**src/rtl/sleep_pkg.sv**
```systemverilog
// Shared encodings for the sleep/wake arbiter: FSM states, neurotransmitter
// field indices and stimulus bit positions.
package sleep_pkg;

   localparam logic [1:0] ST_AWAKE  = 2'd0;
   localparam logic [1:0] ST_DROWSY = 2'd1;
   localparam logic [1:0] ST_ASLEEP = 2'd2;
   localparam logic [1:0] ST_WAKING = 2'd3;

   // Field order in neurotransmitter_level is {SER,NE,GABA,DOP,CORT}
   localparam int unsigned NT_CORT = 0;
   localparam int unsigned NT_DOP  = 1;
   localparam int unsigned NT_GABA = 2;
   localparam int unsigned NT_NE   = 3;
   localparam int unsigned NT_SER  = 4;

   localparam int unsigned STIM_TICKLE   = 0;
   localparam int unsigned STIM_PLAY     = 1;
   localparam int unsigned STIM_TALK     = 2;
   localparam int unsigned STIM_HOT      = 6;
   localparam int unsigned STIM_LOUD     = 8;
   localparam int unsigned STIM_BRIGHT   = 10;
   localparam int unsigned STIM_STARVING = 12;

   localparam logic [15:0] DISTURB_MASK_DEFAULT =
      (16'd1 << STIM_TICKLE) | (16'd1 << STIM_PLAY)   | (16'd1 << STIM_TALK) |
      (16'd1 << STIM_HOT)    | (16'd1 << STIM_LOUD)   | (16'd1 << STIM_BRIGHT) |
      (16'd1 << STIM_STARVING);

   // ASLEEP and WAKING both count as the sleep class
   function automatic logic in_sleep_class(input logic [1:0] st);
      return st[1];
   endfunction

endpackage

```
**src/rtl/sleep_sat_counter.sv**
```systemverilog
// Saturating up-counter with synchronous clear; clear has priority over enable.
module sleep_sat_counter #(
   parameter int unsigned CNT_W = 8
) (
   input  logic             clk,
   input  logic             rst,
   input  logic             clear,
   input  logic             enable,
   output logic [CNT_W-1:0] count,
   output logic             at_max
);

   assign at_max = &count;

   always_ff @(posedge clk) begin
      if (rst || clear) begin
         count <= '0;
      end else if (enable && !at_max) begin
         count <= count + CNT_W'(1);
      end
   end

endmodule

```
**src/rtl/sleep_controller.sv**
```systemverilog
// Sleep/wake arbiter FSM with drowsy entry, minimum sleep and wake debounce.
// Optional forced wake after a maximum sleep time: SLEEP_MAX_DURATION_EN.
module sleep_controller
   import sleep_pkg::*;
#(
   parameter int unsigned NT_W             = 2,
   parameter int unsigned ENERGY_W         = 2,
   parameter int unsigned CNT_W            = 8,
   parameter int unsigned DROWSY_CYCLES    = 8,
   parameter int unsigned MIN_SLEEP_CYCLES = 16,
   parameter int unsigned WAKE_DEBOUNCE    = 4,
   parameter logic [15:0] DISTURB_MASK     = DISTURB_MASK_DEFAULT,
   parameter int unsigned MAX_SLEEP_CYCLES = 200
) (
   input  logic                clk,
   input  logic                rst,
   input  logic [5*NT_W-1:0]   neurotransmitter_level,
   input  logic [15:0]         stimuli,
   input  logic [ENERGY_W-1:0] vital_energy_level,
   input  logic                vital_energy_zero,
   output logic                sleep_in_signal,
   output logic                wake_up_signal,
   output logic                is_asleep,
   output logic [1:0]          sleep_state
);

   logic [1:0]      state, state_nxt;
   logic [NT_W-1:0] f_ser, f_ne, f_gaba, f_dop, f_cort;
   logic            disturb, calm, low, full, aroused;
   logic [CNT_W-1:0] drowsy_cnt, sleep_cnt, deb_cnt;
   logic            drowsy_done, slept_min, deb_done, force_wake;
   logic            unused_nt;
   logic [2:0]      unused_at_max;

   assign f_ser  = neurotransmitter_level[NT_SER*NT_W  +: NT_W];
   assign f_ne   = neurotransmitter_level[NT_NE*NT_W   +: NT_W];
   assign f_gaba = neurotransmitter_level[NT_GABA*NT_W +: NT_W];
   assign f_dop  = neurotransmitter_level[NT_DOP*NT_W  +: NT_W];
   assign f_cort = neurotransmitter_level[NT_CORT*NT_W +: NT_W];
   assign unused_nt = ^{f_ser, f_gaba, f_dop, f_ne, f_cort};

   assign disturb = |(stimuli & DISTURB_MASK);
   assign calm    = !f_ne[NT_W-1] && !f_cort[NT_W-1] && !disturb;
   assign low     = (vital_energy_level == '0);
   assign full    = &vital_energy_level;
   assign aroused = !low && (f_ne[NT_W-1] || f_cort[NT_W-1] || disturb);

   assign drowsy_done = (drowsy_cnt == CNT_W'(DROWSY_CYCLES - 1));
   assign slept_min   = (sleep_cnt >= CNT_W'(MIN_SLEEP_CYCLES));
   assign deb_done    = (deb_cnt == CNT_W'(WAKE_DEBOUNCE - 1));

`ifdef SLEEP_MAX_DURATION_EN
   assign force_wake = (sleep_cnt == CNT_W'(MAX_SLEEP_CYCLES));
`else
   logic unused_max;
   assign unused_max = (sleep_cnt == CNT_W'(MAX_SLEEP_CYCLES));
   assign force_wake = 1'b0;
`endif

   // Each counter is held clear outside its own state, so it reads 0 on entry
   sleep_sat_counter #(.CNT_W(CNT_W)) u_drowsy_cnt (
      .clk(clk), .rst(rst),
      .clear(state != ST_DROWSY), .enable(state == ST_DROWSY),
      .count(drowsy_cnt), .at_max(unused_at_max[0])
   );

   sleep_sat_counter #(.CNT_W(CNT_W)) u_sleep_cnt (
      .clk(clk), .rst(rst),
      .clear(!in_sleep_class(state)), .enable(in_sleep_class(state)),
      .count(sleep_cnt), .at_max(unused_at_max[1])
   );

   sleep_sat_counter #(.CNT_W(CNT_W)) u_deb_cnt (
      .clk(clk), .rst(rst),
      .clear(state != ST_WAKING), .enable(state == ST_WAKING),
      .count(deb_cnt), .at_max(unused_at_max[2])
   );

   always_comb begin
      state_nxt = state;
      case (state)
         ST_AWAKE: begin
            if (vital_energy_zero)  state_nxt = ST_ASLEEP;
            else if (low && calm)   state_nxt = ST_DROWSY;
         end
         ST_DROWSY: begin
            if (vital_energy_zero)     state_nxt = ST_ASLEEP;
            else if (!(low && calm))   state_nxt = ST_AWAKE;
            else if (drowsy_done)      state_nxt = ST_ASLEEP;
         end
         ST_ASLEEP: begin
            if (vital_energy_zero)            state_nxt = ST_ASLEEP;
            else if (force_wake)              state_nxt = ST_AWAKE;
            else if (full)                    state_nxt = ST_AWAKE;
            else if (aroused && slept_min)    state_nxt = ST_WAKING;
         end
         ST_WAKING: begin
            if (vital_energy_zero)  state_nxt = ST_ASLEEP;
            else if (force_wake)    state_nxt = ST_AWAKE;
            else if (!aroused)      state_nxt = ST_ASLEEP;
            else if (full)          state_nxt = ST_AWAKE;
            else if (deb_done)      state_nxt = ST_AWAKE;
         end
         default: state_nxt = ST_AWAKE;
      endcase
   end

   always_ff @(posedge clk) begin
      if (rst) begin
         state           <= ST_AWAKE;
         sleep_in_signal <= 1'b0;
         wake_up_signal  <= 1'b0;
      end else begin
         state           <= state_nxt;
         sleep_in_signal <= !in_sleep_class(state) && in_sleep_class(state_nxt);
         wake_up_signal  <= in_sleep_class(state) && (state_nxt == ST_AWAKE);
      end
   end

   assign is_asleep   = in_sleep_class(state);
   assign sleep_state = state;

endmodule

```
**config.mk**
```make
export PLATFORM = sky130hd
export DESIGN_NAME = sleep_controller
export DESIGN_NICKNAME = d
export VERILOG_FILES = /design/src/rtl/sleep_pkg.sv /design/src/rtl/sleep_sat_counter.sv /design/src/rtl/sleep_controller.sv
export SDC_FILE = /design/constraint.sdc
export NUM_CORES = 1
export LEC_CHECK = 0
export ABC_CLOCK_PERIOD_IN_PS = 1900
export BUFFER_PORTS_ARGS = -buffer_cell sky130_fd_sc_hd__buf_2
export CORE_ASPECT_RATIO = 0.6
export CORE_MARGIN = 2
export CORE_UTILIZATION = 51
export DETAILED_ROUTE_END_ITERATION = 7
export HOLD_SLACK_MARGIN = 0.12
export PLACE_DENSITY = 0.79
export SLEW_MARGIN = 20
export SYNTH_ARGS = -nofsm -noshare
export SYNTH_HDL_FRONTEND = slang
export SYNTH_HIERARCHICAL = 1
export SYNTH_SLANG_ARGS = --single-unit
export TNS_END_PERCENT = 50
```
**constraint.sdc**
```tcl
create_clock -name clk -period 1.9 [get_ports clk]
set_input_delay 0.285 -clock clk [delete_from_list [all_inputs] [get_ports clk]]
set_output_delay 0.285 -clock clk [all_outputs]
set_load 0.02 [all_outputs]
```
* Yosys cells after proc, flatten, opt, wreduce, memory -nomap -nowiden *
Cells that the tools add are included.

word-level totals
  bits in registers = 28
  bits of input ports = 31
  output and inout port bits = 5
  logic and storage cells = 61

operators by class
  $add $sub $neg = 3
  order comparisons = 1
  equal/unequal tests = 7
  muxes and demuxes = 13
  reductions and logical operators = 31

operator list
  cell                                                 number
  adder 8 x 1 -> 8 bit, second input constant          3
  two-way mux 2 bit                                    12
  AND reduction 8 bit                                  3
  logical AND 1 bit                                    10
  == test 8 x 2 -> 1 bit, second input constant        1
  == test 8 x 3 -> 1 bit, second input constant        1
  >= comparator 8 x 5 -> 1 bit, second input constant  1
  zero test 1 bit                                      8
  case mux 2 bit (4 select lines)                      1
  OR reduction 7 bit                                   1
  zero test 2 bit                                      3
  logical OR 1 bit                                     5
  == test 2 bit, second input constant                 2
  == test 2 x 1 -> 1 bit, second input constant        1
  != test 2 x 1 -> 1 bit, second input constant        1
  != test 2 bit, second input constant                 1
  AND reduction 2 bit                                  1

* Depth between registers and ports, before layout *
Gate-level depths: netlist of the first run.

  word-level depth = 10
  depth in mapped cells = 6
  mapped depth without buffers = 6

* Cells and area by module *
The synthesis of the first run kept the hierarchy.

modules (own cells, without submodules)
  module             instances  cells each  area each (µm²)  seq. area each (µm²)
  sleep_sat_counter  3          49          425.4            160.2
  sleep_controller   1          38          326.6            80.1

* Worst setup path after synthesis of the first run *
Ideal clock, no wire load.

  path kind = register to register
  start = register state[1] (netlist: sleep_state[1])
  end = register u_drowsy_cnt.count[6]
  library setup time = 0.112 ns
  arrival = 1.601 ns
  data required time = 1.788 ns
  path slack = 0.187 ns
  cell stages (with the launch flop) = 7
  buffers on the path = 0
  clock period less this slack = 1.713 ns
  cell sequence = dfxtp_1 inv_1 nand2_1 inv_1 nand2_1 o31a_1 a2111oi_1

between the ends
  word-level cells in the longest chain between the ends = 2
  elaborated cells on any way between the ends = 4
  those cells by class = eq/ne (2); reduce/logical (2)

RTL lines
  what                                                                     RTL line                                          text
  start, declared                                                          sleep_controller.sv:27                            logic [1:0] state, state_nxt;
  start signal, assigned                                                   sleep_controller.sv:114                           state <= state_nxt;
  == test 2 x 1 -> 1 bit / != test 2 x 1 -> 1 bit (equally long branches)  sleep_controller.sv:63                            .clear(state != ST_DROWSY), .enable(state == ST_DROWSY),
  logical AND 1 bit / logical OR 1 bit (equally long branches)             sleep_sat_counter.sv:18, sleep_sat_counter.sv:16
  end signal, assigned                                                     sleep_sat_counter.sv:19                           count <= count + CNT_W'(1);
  end, declared                                                            sleep_sat_counter.sv:9                            output logic [CNT_W-1:0] count,

Parallel ways exist; a longest one is shown, timed or not.
A chain may end at the register's enable or synchronous reset.

* Final worst setup path of the first run *
  start = register u_drowsy_cnt.count[5]
  end = register state[0] (netlist: sleep_state[0])

between the ends
  word-level cells in the longest chain between the ends = 5

RTL lines
  what                             RTL line                text
  == test 8 x 3 -> 1 bit           sleep_controller.sv:48  assign drowsy_done = (drowsy_cnt == CNT_W'(DROWSY_CYCLES - 1));
  two-way mux 2 bit                sleep_controller.sv:89  else if (drowsy_done) state_nxt = ST_ASLEEP;
  two-way mux 2 bit                sleep_controller.sv:88  else if (!(low && calm)) state_nxt = ST_AWAKE;
  two-way mux 2 bit                sleep_controller.sv:87  if (vital_energy_zero) state_nxt = ST_ASLEEP;
  case mux 2 bit (4 select lines)  sleep_controller.sv:81  case (state)

No other way between the ends.

==> results.txt, run 1 <==
GR Util All Layers -> 0.241
Clock power share -> 0.417
Routed len/inst -> 16.8 um
Worst min path class -> in2reg
Pre-antenna DRT Iters -> 4
Maximum vdd drop -> 0.370 mV
Hold slack final -> 0.207 ns
Clk sinks -> 28
Hold Vio Cnt, Final -> 0
Setup-failing EPs final -> 0
Sw frac -> 0.210
Register share of total power -> 0.522
Initial Utilization -> 0.546
Via density -> 6.53
Share of cells above drive strength 1 -> 0.190
Largest net degree at the start of global routing -> 23
Area of the multi-input gates -> 945 um^2
Nets -> 240
Fillcell total -> 250
Max capacitance violation total -> 0
Port Buf Inserts -> 18
Max-slew violation count -> 0
Mapped Cells -> 182
Switching Power -> 239 uW
Die H -> 47.2 um
Period utilization -> 0.890
CP Data Required Time -> 2.05 ns
Antenna Cells -> 0
CP Capture Type -> flip-flop
Gpl congestion -> 0.990
# resized after CTS -> 0
Cell Pwr Density -> 628 nW/um^2
Critical-path maximum fanout -> 6
Post-layout util -> 0.625
Worst rel slew slack -> 0.669
Antenna viol nets, final -> 0
Combinational Power Share -> 0.062
CTS H-tree depth -> 1
RSZ-0062 raised after global routing -> false
CTS tree -> done
Worst clock skew -> 0.00667 ns
# hold bufs at CTS -> 0
Via count of the routed design -> 1612
Slew @ Worst Pin -> 0.494 ns
Clk buf depth -> 2
FF-to-FF setup slack -> 0.21 ns
Total Power -> 1.14 mW
Yosys Warn Count -> 6
Syn nets -> 216
Flip-flop and latch area -> 561 um^2
Initial DRC Count -> 93
First-pass GRT wire length -> 6770 um
CP Class -> reg2reg
Number of global-route vias before repair -> 1433
Die Width -> 76.0 um
Worst-skew pair later-pin latency -> 0.28 ns
Critical Path AT -> 1.84 ns
Leak -> 0.608 nW
Core Box Area -> 2910 um^2
I/O pins -> 36
Setup crit start kind -> flip-flop
Gr ovfl total -> 0
# DRC -> 0
Setup_tns -> 0 ns
Fmax -> 0.591 GHz
Synthesized area -> 1590 um^2
DIE AREA -> 3590 um^2
Status -> finished, final reports clean
DP Wirelength -> 3010 um
CTS Buf Count -> 3
Root Driver -> clkbuf_8
Minimum clock period -> 1.69 ns
WL final -> 4140 um
Int Pwr -> 901 uW
Clk slew on worst S/H paths -> 0.09 ns
Syn_area_per_cell -> 8.72 um^2
Synth-to-layout area growth -> 14.4%
Setup bufs post-CTS -> 0
Row count -> 15
Initial antenna violation count -> 0
-- critical path, stage by stage (launching register included) --
cell and delay (ns):
dfxtp_1 0.37, or4_1 0.55, or3_1 0.36, a21boi_0 0.23
a2111oi_2 0.05
-- area by class of cell --
class | count | area share
well taps | 42 | 0.0289
flip-flops and latches | 28 | 0.309
inverters | 16 | 0.0331
multi-input cells | 134 | 0.520
clock inverters | 1 | 0.0165
clock buffers | 3 | 0.0227
repair buffers | 23 | 0.0702
-- sequential cells by signal, summed over array words and instances (netlist names) --
name	count
u_deb_cnt/count	8
wake_up_signal	1
u_sleep_cnt/count	8
u_drowsy_cnt/count	8
sleep_in_signal	1
sleep_state	2
-- cells in the final DEF (no fill, tap or decap), drive strengths merged, types with 4 or more instances in the layout --
| cell | instances |
|---|---|
| and4 | 4 |
| and2 | 4 |
| nand2 | 29 |
| nor2 | 6 |
| a31oi | 7 |
| a311oi | 4 |
| a211oi | 4 |
| or3 | 8 |
| mux2i | 9 |
| a2111oi | 13 |
| o21ai | 5 |
| inv | 16 |
| buf | 23 |
| a41oi | 4 |
| nand4 | 6 |
| dfxtp | 28 |
-- routing by layer --
metal	up-vias	wire, um	track usage
li1	758	-	-
met5	-	0	0
met4	0	34	0.0691
met3	4	437	0.0500
met1	752	1780	0.302
met2	98	1890	0.443
-- power by group through the flow --
stage               Sequential (mW)  Combinational (mW)  Clock (mW)
floorplan                     0.614              0.0261           0
global placement              0.607              0.0664           0
detailed placement            0.608              0.0686           0
CTS                           0.595              0.0693       0.483
global route                  0.595              0.0751       0.508
finish                        0.595              0.0704       0.475
-- through the flow --
stage                     setup WS, ns  instance area, um^2  instances
final                            0.209                 1820        247
after global routing             0.120                 1820        247
after CTS                        0.201                 1820        247
after detailed placement        0.0753                 1750        243
after global placement          0.0909                 1750        243
after floorplan                  0.187                 1590        182
-- path summary, 6_finish.rpt --
| check | from | endpoint | cells past startpoint |
|---|---|---|---|
| max | u_drowsy_cnt/count[5] | sleep_state[0] | 4 |
| min | vital_energy_zero | sleep_state[0] | 2 |
| max reg2reg | u_drowsy_cnt/count[5] | sleep_state[0] | 4 |
| min reg2reg | u_deb_cnt/count[1] | u_deb_cnt/count[1] | 2 |
Power figures use the tool's default switching activity.
==> run 2, diff against run 1 <==
Settings changed: CORE_MARGIN 2 to default.
==> run 2 against run 1 <==
Compared with the run above:
- cell count is the same
- worst hold slack lost 0.0089 ns
- largest power group unchanged
- critical endpoint unchanged
- total power shrank 8.7%
- core utilization shrank 0.56 points
- register-to-register slack lost 0.08 ns
- sequential share of layout area grew 0.28 points
- cell area shrank 0.90%
- routed wire length shrank 2.2%
- first-iteration DRC count grew 28%
- global-route usage grew 2.1 points
- clock skew is essentially flat
==> results.txt, run 2 (synthesis gave the netlist of run 1 again) <==
Dpl ws -> 0.0609 ns (was 0.0753 ns)
Switching Power -> 237 uW (was 239 uW)
Maximum vdd drop -> 0.460 mV (was 0.370 mV)
Row count -> 15 (unchanged)
Worst clock skew -> 0.00627 ns (was 0.00667 ns)
Core Box Area -> 2910 um^2 (unchanged)
Fillcell total -> 255 (was 250)
CP Data Required Time -> 2.06 ns (was 2.05 ns)
Root Driver -> clkbuf_8 (unchanged)
Highest-delay cell along the critical path -> or4_1 (unchanged)
First-pass GRT wire length -> 6500 um (was 6770 um)
Fmax -> 0.563 GHz (was 0.591 GHz)
Antenna Cells -> 0 (unchanged)
Worst r2r path cells -> 4 (unchanged)
Gr ovfl total -> 0 (unchanged)
Hold slack final -> 0.198 ns (was 0.207 ns)
Clk buf depth -> 2 (unchanged)
WL final -> 4050 um (was 4140 um)
Critical-path maximum fanout -> 6 (unchanged)
Status -> finished, final reports clean (unchanged)
Slew @ Worst Pin -> 0.563 ns (was 0.494 ns)
Worst min path class -> in2reg (unchanged)
# hold bufs at CTS -> 0 (unchanged)
Gpl congestion -> 0.887 (was 0.990)
Leak -> 0.602 nW (was 0.608 nW)
Die Width -> 74.0 um (was 76.0 um)
Pre-antenna DRT Iters -> 4 (unchanged)
Via count of the routed design -> 1578 (was 1612)
Synth-to-layout area growth -> 13.4% (was 14.4%)
Setup_tns -> 0 ns (unchanged)
Int Pwr -> 804 uW (was 901 uW)
Setup-failing EPs final -> 0 (unchanged)
Sw frac -> 0.227 (was 0.210)
# resized after CTS -> 0 (unchanged)
Register share of total power -> 0.571 (was 0.522)
Clk slew on worst S/H paths -> 0.10 ns (was 0.09 ns)
Nets -> 240 (unchanged)
Worst hold start -> vital_energy_zero (unchanged)
Clk sinks -> 28 (unchanged)
Max-slew violation count -> 0 (unchanged)
CP Capture Type -> flip-flop (unchanged)
Top flop regs -> u_deb_cnt/count (8), u_drowsy_cnt/count (8), u_sleep_cnt/count (8) (unchanged)
Setup crit start kind -> flip-flop (unchanged)
Initial Utilization -> 0.546 (unchanged)
Combinational Power Share -> 0.067 (was 0.062)
Hold Path Cell Cnt -> 2 (unchanged)
RSZ-0062 raised after global routing -> false (unchanged)
# DRC -> 0 (unchanged)
Crit path max-delay family -> simple AND/OR/NAND/NOR gates (unchanged)
GR Util All Layers -> 0.262 (was 0.241)
Setup bufs post-CTS -> 0 (unchanged)
R2r endpoint -> sleep_state[0] (unchanged)
Worst hold path endpoint -> sleep_state[0] (unchanged)
Crit path buffers/inverters -> 0 (unchanged)
Initial antenna violation count -> 0 (unchanged)
Number of global-route vias before repair -> 1405 (was 1433)
Critical Path AT -> 1.94 ns (was 1.84 ns)
Port Buf Inserts -> 18 (unchanged)
CTS Buf Count -> 3 (unchanged)
Period utilization -> 0.934 (was 0.890)
CTS tree -> done (unchanged)
FF-to-FF Start -> u_drowsy_cnt/count[5] (unchanged)
Most frequent cells in the layout -> dfxtp_1, nand2_1, buf_2 (unchanged)
I/O pins -> 36 (unchanged)
Share of cells above drive strength 1 -> 0.190 (unchanged)
Die H -> 45.2 um (was 47.2 um)
Crit-path cells -> or4_1, or3_1, a21boi_0, a2111oi_2 (unchanged)
Cell Pwr Density -> 578 nW/um^2 (was 628 nW/um^2)
Routed len/inst -> 16.4 um (was 16.8 um)
Clock power share -> 0.362 (was 0.417)
Design Area, Final -> 1800 um^2 (was 1820 um^2)
Hold Vio Cnt, Final -> 0 (unchanged)
Most common cell after layout, fill and taps aside -> dfxtp_1 (unchanged)
DP Wirelength -> 2980 um (was 3010 um)
Total Power -> 1.04 mW (was 1.14 mW)
Placed Area -> 1750 um^2 (unchanged)
Initial DRC Count -> 119 (was 93)
Largest net degree at the start of global routing -> 23 (unchanged)
DIE AREA -> 3350 um^2 (was 3590 um^2)
Final WS setup -> 0.125 ns (was 0.209 ns)
Via density -> 6.39 (was 6.53)
CTS H-tree depth -> 1 (unchanged)
FF-to-FF setup slack -> 0.12 ns (was 0.21 ns)
Max capacitance violation total -> 0 (unchanged)
CP Class -> reg2reg (unchanged)
Antenna viol nets, final -> 0 (unchanged)
Worst rel slew slack -> 0.615 (was 0.669)
Worst-skew pair later-pin latency -> 0.28 ns (about the same)
Minimum clock period -> 1.78 ns (was 1.69 ns)
Max incr delay on CP -> 0.59 ns (was 0.55 ns)
## run 2: cell count changes in the layout (fill, tap and decap cells not counted)
cell       previous run  this run
clkbuf_8              3         4
bufinv_16             1         0
## run 2: worst max-delay path by stage
stage / from / end / slack, ns / cells past startpoint
final: u_drowsy_cnt/count[5] / sleep_state[0] / 0.12 / 4
after global routing: u_drowsy_cnt/count[5] / sleep_state[0] / 0.01 / 4
after CTS: u_drowsy_cnt/count[5] / sleep_state[0] / 0.13 / 4
after detailed placement: stimuli[0] / wake_up_signal / 0.06 / 5
after global placement: stimuli[0] / wake_up_signal / 0.09 / 5
after floorplan: sleep_state[1] / u_drowsy_cnt/count[6] / 0.19 / 6
## run 2: final cells by class
class                      count  area (um^2)  area share
inverter                      16         60.1      0.0334
timing repair buffer          23          128      0.0709
multi-input combinational    134          945       0.525
tap                           42         52.6      0.0292
clock buffer                   4         55.1      0.0306
sequential                    28          561       0.311
## run 2: stage by stage
| stage | std cells | util |
|---|---|---|
| CTS | 247 | 0.619 |
| floorplan | 182 | - |
| detailed placement | 243 | 0.600 |
| global placement | 243 | 0.600 |
| finish | 247 | 0.619 |
| global route | 247 | 0.619 |
## run 2: worst reg2reg max path, stage by stage (launching register included)
cell       delay (ns)
dfxtp_1          0.36
or4_1            0.59
or3_1            0.36
a21boi_0         0.29
a2111oi_2        0.06
## run 2: metal layers
| layer | track usage | up-vias | share of wire |
|---|---|---|---|
| li1 | - | 754 | - |
| met1 | 0.341 | 754 | 0.47 |
| met2 | 0.438 | 62 | 0.46 |
| met3 | 0.0580 | 8 | 0.064 |
| met4 | 0.0808 | 0 | 0.012 |
| met5 | 0 | - | 0 |
## run 2: power by group through the flow
stage	Sequential, mW	Clock (mW)	Combinational [mW]
final	0.594	0.377	0.0698
after global routing	0.595	0.405	0.0752
after CTS	0.594	0.383	0.0689
after detailed placement	0.607	0	0.0684
after global placement	0.607	0	0.0665
after floorplan	0.614	0	0.0261
